### src/rtl/biquad_coef_fetch.sv
// Fetches one biquad section's five signed coefficients over a read-only
// Wishbone master in two 64-bit beats and presents them as a single atomic update.
module biquad_coef_fetch (
  input  logic               wb_clk_i,
  input  logic               wb_rst_i,
  input  logic               start_i,
  input  logic [7:0]         section_i,
  output logic               busy_o,
  output logic               coef_valid_o,
  output logic               err_o,
  output logic signed [15:0] b0_o,
  output logic signed [15:0] b1_o,
  output logic signed [15:0] b2_o,
  output logic signed [15:0] a1_o,
  output logic signed [15:0] a2_o,
  output logic               biquad_wb_cyc_o,
  output logic               biquad_wb_stb_o,
  output logic [8:0]         biquad_wb_adr_o,
  input  logic [63:0]        biquad_wb_dat_i,
  input  logic               biquad_wb_ack_i
);

  typedef enum logic [2:0] {IDLE, REQ0, GAP, REQ1, DONE, ERR} state_t;

  state_t             state_reg;
  logic [7:0]         section_reg;
  logic [3:0]         wait_cnt_reg;
  logic               busy_reg;
  logic               coef_valid_reg;
  logic               err_reg;
  logic               cyc_reg;
  logic               stb_reg;
  logic [8:0]         adr_reg;
  logic signed [15:0] hold_b0_reg, hold_b1_reg, hold_b2_reg, hold_a1_reg, hold_a2_reg;
  logic signed [15:0] b0_reg, b1_reg, b2_reg, a1_reg, a2_reg;
  logic [15:0]        lane [4];

  genvar gi;
  generate
    for (gi = 0; gi < 4; gi++) begin : g_lane
      assign lane[gi] = biquad_wb_dat_i[16*gi +: 16];
    end
  endgenerate

  always_ff @(posedge wb_clk_i or posedge wb_rst_i) begin
    if (wb_rst_i) begin
      state_reg      <= IDLE;
      section_reg    <= 8'd0;
      wait_cnt_reg   <= 4'd0;
      busy_reg       <= 1'b0;
      coef_valid_reg <= 1'b0;
      err_reg        <= 1'b0;
      cyc_reg        <= 1'b0;
      stb_reg        <= 1'b0;
      adr_reg        <= 9'd0;
      hold_b0_reg    <= 16'sd0;
      hold_b1_reg    <= 16'sd0;
      hold_b2_reg    <= 16'sd0;
      hold_a1_reg    <= 16'sd0;
      hold_a2_reg    <= 16'sd0;
      b0_reg         <= 16'sd0;
      b1_reg         <= 16'sd0;
      b2_reg         <= 16'sd0;
      a1_reg         <= 16'sd0;
      a2_reg         <= 16'sd0;
    end else begin
      coef_valid_reg <= 1'b0;
      err_reg        <= 1'b0;
      case (state_reg)
        IDLE: begin
          if (start_i) begin
            section_reg  <= section_i;
            wait_cnt_reg <= 4'd0;
            busy_reg     <= 1'b1;
            cyc_reg      <= 1'b1;
            stb_reg      <= 1'b1;
            adr_reg      <= {section_i, 1'b0};
            state_reg    <= REQ0;
          end
        end
        REQ0, REQ1: begin
          if (biquad_wb_ack_i) begin
            cyc_reg <= 1'b0;
            stb_reg <= 1'b0;
            adr_reg <= 9'd0;
            if (state_reg == REQ0) begin
              hold_b0_reg <= lane[0];
              hold_b1_reg <= lane[1];
              hold_b2_reg <= lane[2];
              hold_a1_reg <= lane[3];
              state_reg   <= GAP;
            end else begin
              hold_a2_reg <= lane[0];
              state_reg   <= DONE;
            end
          end else if (wait_cnt_reg == 4'd14) begin
            // This ack-less cycle brings the counter to 15: give up.
            wait_cnt_reg <= 4'd15;
            cyc_reg      <= 1'b0;
            stb_reg      <= 1'b0;
            adr_reg      <= 9'd0;
            state_reg    <= ERR;
          end else begin
            wait_cnt_reg <= wait_cnt_reg + 4'd1;
          end
        end
        GAP: begin
          wait_cnt_reg <= 4'd0;
          cyc_reg      <= 1'b1;
          stb_reg      <= 1'b1;
          adr_reg      <= {section_reg, 1'b1};
          state_reg    <= REQ1;
        end
        DONE: begin
          b0_reg         <= hold_b0_reg;
          b1_reg         <= hold_b1_reg;
          b2_reg         <= hold_b2_reg;
          a1_reg         <= hold_a1_reg;
          a2_reg         <= hold_a2_reg;
          coef_valid_reg <= 1'b1;
          busy_reg       <= 1'b0;
          state_reg      <= IDLE;
        end
        ERR: begin
          err_reg   <= 1'b1;
          busy_reg  <= 1'b0;
          state_reg <= IDLE;
        end
        default: begin
          busy_reg  <= 1'b0;
          cyc_reg   <= 1'b0;
          stb_reg   <= 1'b0;
          adr_reg   <= 9'd0;
          state_reg <= IDLE;
        end
      endcase
    end
  end

  assign busy_o          = busy_reg;
  assign coef_valid_o    = coef_valid_reg;
  assign err_o           = err_reg;
  assign b0_o            = b0_reg;
  assign b1_o            = b1_reg;
  assign b2_o            = b2_reg;
  assign a1_o            = a1_reg;
  assign a2_o            = a2_reg;
  assign biquad_wb_cyc_o = cyc_reg;
  assign biquad_wb_stb_o = stb_reg;
  assign biquad_wb_adr_o = adr_reg;

endmodule

### config.mk
export PLATFORM = sky130hd
export DESIGN_NAME = biquad_coef_fetch
export DESIGN_NICKNAME = d
export VERILOG_FILES = /design/src/rtl/biquad_coef_fetch.sv
export SDC_FILE = /design/constraint.sdc
export NUM_CORES = 1
export LEC_CHECK = 0
export BUFFER_PORTS_ARGS = -buffer_cell sky130_fd_sc_hd__buf_2
export CORE_MARGIN = 3
export CORE_UTILIZATION = 50
export CTS_BUF_LIST = sky130_fd_sc_hd__clkbuf_4 sky130_fd_sc_hd__clkbuf_8
export DETAILED_ROUTE_END_ITERATION = 16
export PLACE_DENSITY = 0.78
export SYNTH_ARGS = -nofsm -noshare
export SYNTH_HDL_FRONTEND = slang
export SYNTH_SLANG_ARGS = --single-unit
### constraint.sdc
create_clock -name wb_clk_i -period 5 [get_ports wb_clk_i]
set_input_delay 0 -clock wb_clk_i [delete_from_list [all_inputs] [get_ports wb_clk_i]]
set_output_delay 0 -clock wb_clk_i [all_outputs]
set_load 0.01 [all_outputs]
; ---- Yosys cells after proc, flatten, opt, wreduce, memory -nomap -nowiden
; Cells that the tools add are included.
[classes]
shifts = 0
n_mul = 0
magnitude_cmp = 0
muxes = 20
div_mod_pow = 0
n_eq_ne = 9
n_bitwise = 3
n_addsub = 1
n_reduce_logical = 12
[op_table]
columns = cell, n
row1 = $pmux 9 s4, 1
row2 = $mux 9, 3
row3 = $mux 3, 4
row4 = $mux 4, 3
row5 = $pmux 4 s3, 1
row6 = $reduce_and 3->1, 4
row7 = $pmux 3 s3, 1
row8 = $eq 3x2->1 const B, 2
row9 = $eq 3x3->1 const B, 2
row10 = $reduce_and 2->1, 3
row11 = $mux 1, 5
row12 = $add 4x1->4 const B, 1
row13 = $eq 4x4->1 const B, 1
row14 = $ne 2x2->1 const B, 2
row15 = $pmux 1 s4, 1
row16 = $reduce_or 2->1, 2
row17 = $eq 3x1->1 const B, 1
row18 = $logic_not 3->1, 1
row19 = $ne 3x3->1 const B, 1
row20 = $not 1->1, 3
row21 = $reduce_bool 3->1, 1
row22 = $reduce_or 3->1, 1
row23 = $pmux 1 s2, 1
[totals]
register_bits = 188
input_bits = 76
memories = 0
mem_bits_ro = 0
elab_cells = 63
latchBits = 0
ram_bits = 0

; ---- Logic depth before layout (Yosys ltp)
[depth]
depth_word = 4
mapped_depth = 6
mapped_depth_nobuf = 5

; ---- Least setup slack after synthesis
; OpenSTA, ideal clock, no wires.
[synth_path]
path_kind = register to register
startpoint = reg state_reg[2]
endpoint = reg b0_reg[0] (netlist: b0_o[0])
required_time_ps = 4875
slack_ps = 3386
t_arrival_ps = 1490
path_buffers = 2
stages_incl_launch_ff = 6
cell_sequence = dfrtp_1 > buf_4 > inv_2 > nor3_4 > buf_6 > mux2_2
[synth_between]
elab_chain_cells = 1
[synth_lines]
columns = element, line
row1 = "start, declared", 25  ; state_t state_reg;
row2 = "start signal, assigned", 47  ; state_reg <= IDLE;
row3 = "start signal, assigned", 78  ; state_reg <= REQ0;
row4 = "start signal, assigned", 91  ; state_reg <= GAP;
row5 = $eq 3x3->1, 69  ; case (state_reg)
row6 = "end signal, assigned", 115  ; b0_reg <= hold_b0_reg;
row7 = "end, declared", 35  ; logic signed [15:0] b0_reg, b1_reg, b2_reg, a1_reg, a2_reg;
; No other way between the ends.
; A chain may end at the register's enable or synchronous reset.

; ---- Worst setup path in the final report
[layout_path]
startpoint = reg state_reg[1]
endpoint = reg hold_a2_reg[1]
[layout_between]
elab_chain_cells = 3
[layout_lines]
columns = element, line
row1 = $eq 3x1->1 or $eq 3x2->1 (tied branches), "69, 86"
row2 = $reduce_or 2->1 or $not 1->1 (tied branches), n/a
row3 = $reduce_and 3->1 (no source line) (*), n/a
row4 = "end signal, assigned", 93  ; hold_a2_reg <= lane[0];
row5 = "end, declared", 34  ; logic signed [15:0] hold_b0_reg, hold_b1_reg, hold_b2_reg, hold_a1_reg, hold_a2_reg;
; Every way passes the cells marked *; elsewhere a longest branch is shown, timed or not.

==> flow_summary.yaml <==
timing:
  tightest_slew_ns: 0.984
  post-route-min-period_ns: 2.38
  rsz0062_at_grt: "false"
  fin_crit_sh: 0.475
  skew_ns: 0.0121
  drv_slew: 0
  setup_viol: 0
  fin_hold_ws_ns: 0.0602
  hold_viol: 0
  timing.setup.tns_ns: 0
  slew_headroom: 0.344
  max_freq_mhz: 421
worst_setup_path:
  r2r_slack_ns: 2.62
  critPathLaunchType: "flip-flop"
  cpPeakStageDelay_ns: 0.89
  critPathMaxFanout: 25
  critPathTopFamily: "flip-flops"
  crit_chain: "inv_2, or3_1, mux2_4"
  cp_num_buf_inv: 1
  cp.arrival_ns: 2.71
  worstSetupPathType: "flip-flop to flip-flop"
  slowest_stage: "dfrtp_1"
  cp_num_cells: 3
  cp-end-kind: "flip-flop"
  reg2regPathDepth: 3
  required_ns: 5.33
logic_synthesis:
  synth-seq-area-share: 0.641
  netlist_area_um2: 7340
  synth_cells: 462
  synth-warning-count: 0
  synthArstFlopShare: 1.00
  synth_nets: 540
  synth_cell_types: 32
  ys_seq_elements: 188
  synth.avg_cell_area_um2: 15.9
  yosys_most_used_dff: "dfrtp_1"
  synth_edf_count: 0
power_and_ir_drop:
  p_int_mw: 3.77
  clkPwrFrac: 0.177
  combPwrFrac: 0.339
  p_sw_mw: 1.78
  total_power_mw: 5.55
  switching_share: 0.321
  p_leak_nw: 4.44
  vdd_ir_drop_max_mv: 0.345
  seqPwrFrac: 0.484
  pwr_density_cell_nw_per_um2: 591
global_route:
  grt-ovfl-total: 0
  track_usage: 0.194
  grt_pass1_wl_um: 25200
  grt_pass1_vias: 5143
  antenna_found_initial: 0
  grt_max_degree: 189
cells_and_area:
  final_cell_mix: "dfrtp_1, buf_2, mux2_2"
  drive_above_1_share: 0.503
  nNetsFinal: 782
  area_growth_pct: 28.0
  antenna_cells: 0
  final_common_cell: "dfrtp_1"
floorplan:
  num_rows: 43
  core-area_um2: 14100
  dieArea_um2: 16200
  die_w_um: 127
  ios: 170
  start_util: 0.520
  dieHeight_um: 127
min_path:
  hp-class: "input pin to flip-flop"
  min_delay_path_depth: 3
placement:
  portBuffers: 169
  hpwl_um: 9580
  gp_congestion: 0.792
cts:
  h-tree-depth: 4
  cts_root_buf: "clkbuf_8"
  clock_sinks: 188
  clock_latency_ns: 0.44
  cts_tree: "done"
  cts_setup_buffers: 0
  clk_pin_slew_ns: 0.09
  cts_buffer_depth: 2
  cts_buffers: 17
routing:
  wl_um: 15200
  first_iter_violations: 258
  first_pass_iters: 4
  wl_per_cell_um: 16.9
  vias: 4667
  ant_nets: 0
  avgViaCountPerCell: 5.21
  drc: 0
run:
  maxCapViolCount: 0
status:
  status: "finished clean"
## power by group through the flow
stage                     combinational [mW]  clock, mW  sequential (mW)
after global placement                  1.78          0             2.64
after floorplan                         1.16          0             2.75
after global routing                    2.05       1.08             2.79
final                                   1.88      0.982             2.69
after CTS                               1.90       1.01             2.68
after detailed placement                1.85          0             2.71
## worst register-to-register path: stages (launching register included)
cell and delay [ns]:
dfrtp_1 0.89, inv_2 0.15, or3_1 0.78, mux2_4 0.46
## metrics by stage
stage / worst slack (ns) / util / cell area [um2] / instances
floorplan: 2.58 / - / 7340 / 462
detailed placement: 2.63 / 0.586 / 8260 / 791
global route: 2.50 / 0.666 / 9390 / 896
finish: 2.62 / 0.666 / 9390 / 896
global placement: 2.69 / 0.586 / 8260 / 791
CTS: 2.63 / 0.666 / 9390 / 896
## final timing paths
kind / start / to
min in group asynchronous: wb_rst_i / a2_o[8]
max: state_reg[1] / hold_a2_reg[1]
max reg2reg: state_reg[1] / hold_a2_reg[1]
max in group asynchronous: wb_rst_i / b0_o[13]
min reg2reg: a2_o[15] / a2_o[15]
min: start_i / biquad_wb_stb_o
## Yosys cell counts, types with 3 or more instances
master / count / area, um2
buf_2: 5 / 25.0
a22o_1: 8 / 70.1
a31oi_1: 4 / 25.0
nand3_1: 5 / 25.0
mux2_2: 135 / 1520
nand2_1: 19 / 71.3
o21ai_0: 10 / 50.1
buf_6: 10 / 113
mux2_1: 25 / 282
clkbuf_1: 3 / 11.3
mux2_4: 10 / 150
buf_4: 7 / 52.6
a21oi_1: 5 / 25.0
a31o_2: 3 / 26.3
dfrtp_1: 188 / 4700
## cells by family after synthesis
family,Yosys count,synth area share
buffers and inverters,29,0.0295
and+or+nand+nor,39,0.0287
muxes,170,0.266
adders and majority gates,2,0.00341
DFF,188,0.641
AOI/OAI and AO/OA,34,0.0310
## per-layer routing
metal / GRT usage / routed length, um / up-vias
li1: - / - / 2117
met1: 0.240 / 6330 / 2377
met2: 0.336 / 7660 / 158
met3: 0.0548 / 1050 / 15
met4: 0.0549 / 146 / 0
met5: 0 / 0 / -
## area by class of cell
cell class,count,area [um2]
tap,180,225
multi-input combinational,245,2420
clock buffer,19,249
inverter,4,18.8
sequential,188,4700
fill,966,4700
clock inverter,12,139
timing repair buffer,248,1640
## what timing repair did
action                                 in CTS  in global routing
resized for setup                           0                  0
hold buffers                               74                  0
endpoints found under the hold margin     286                  0
(Power assumes the default switching activity.)
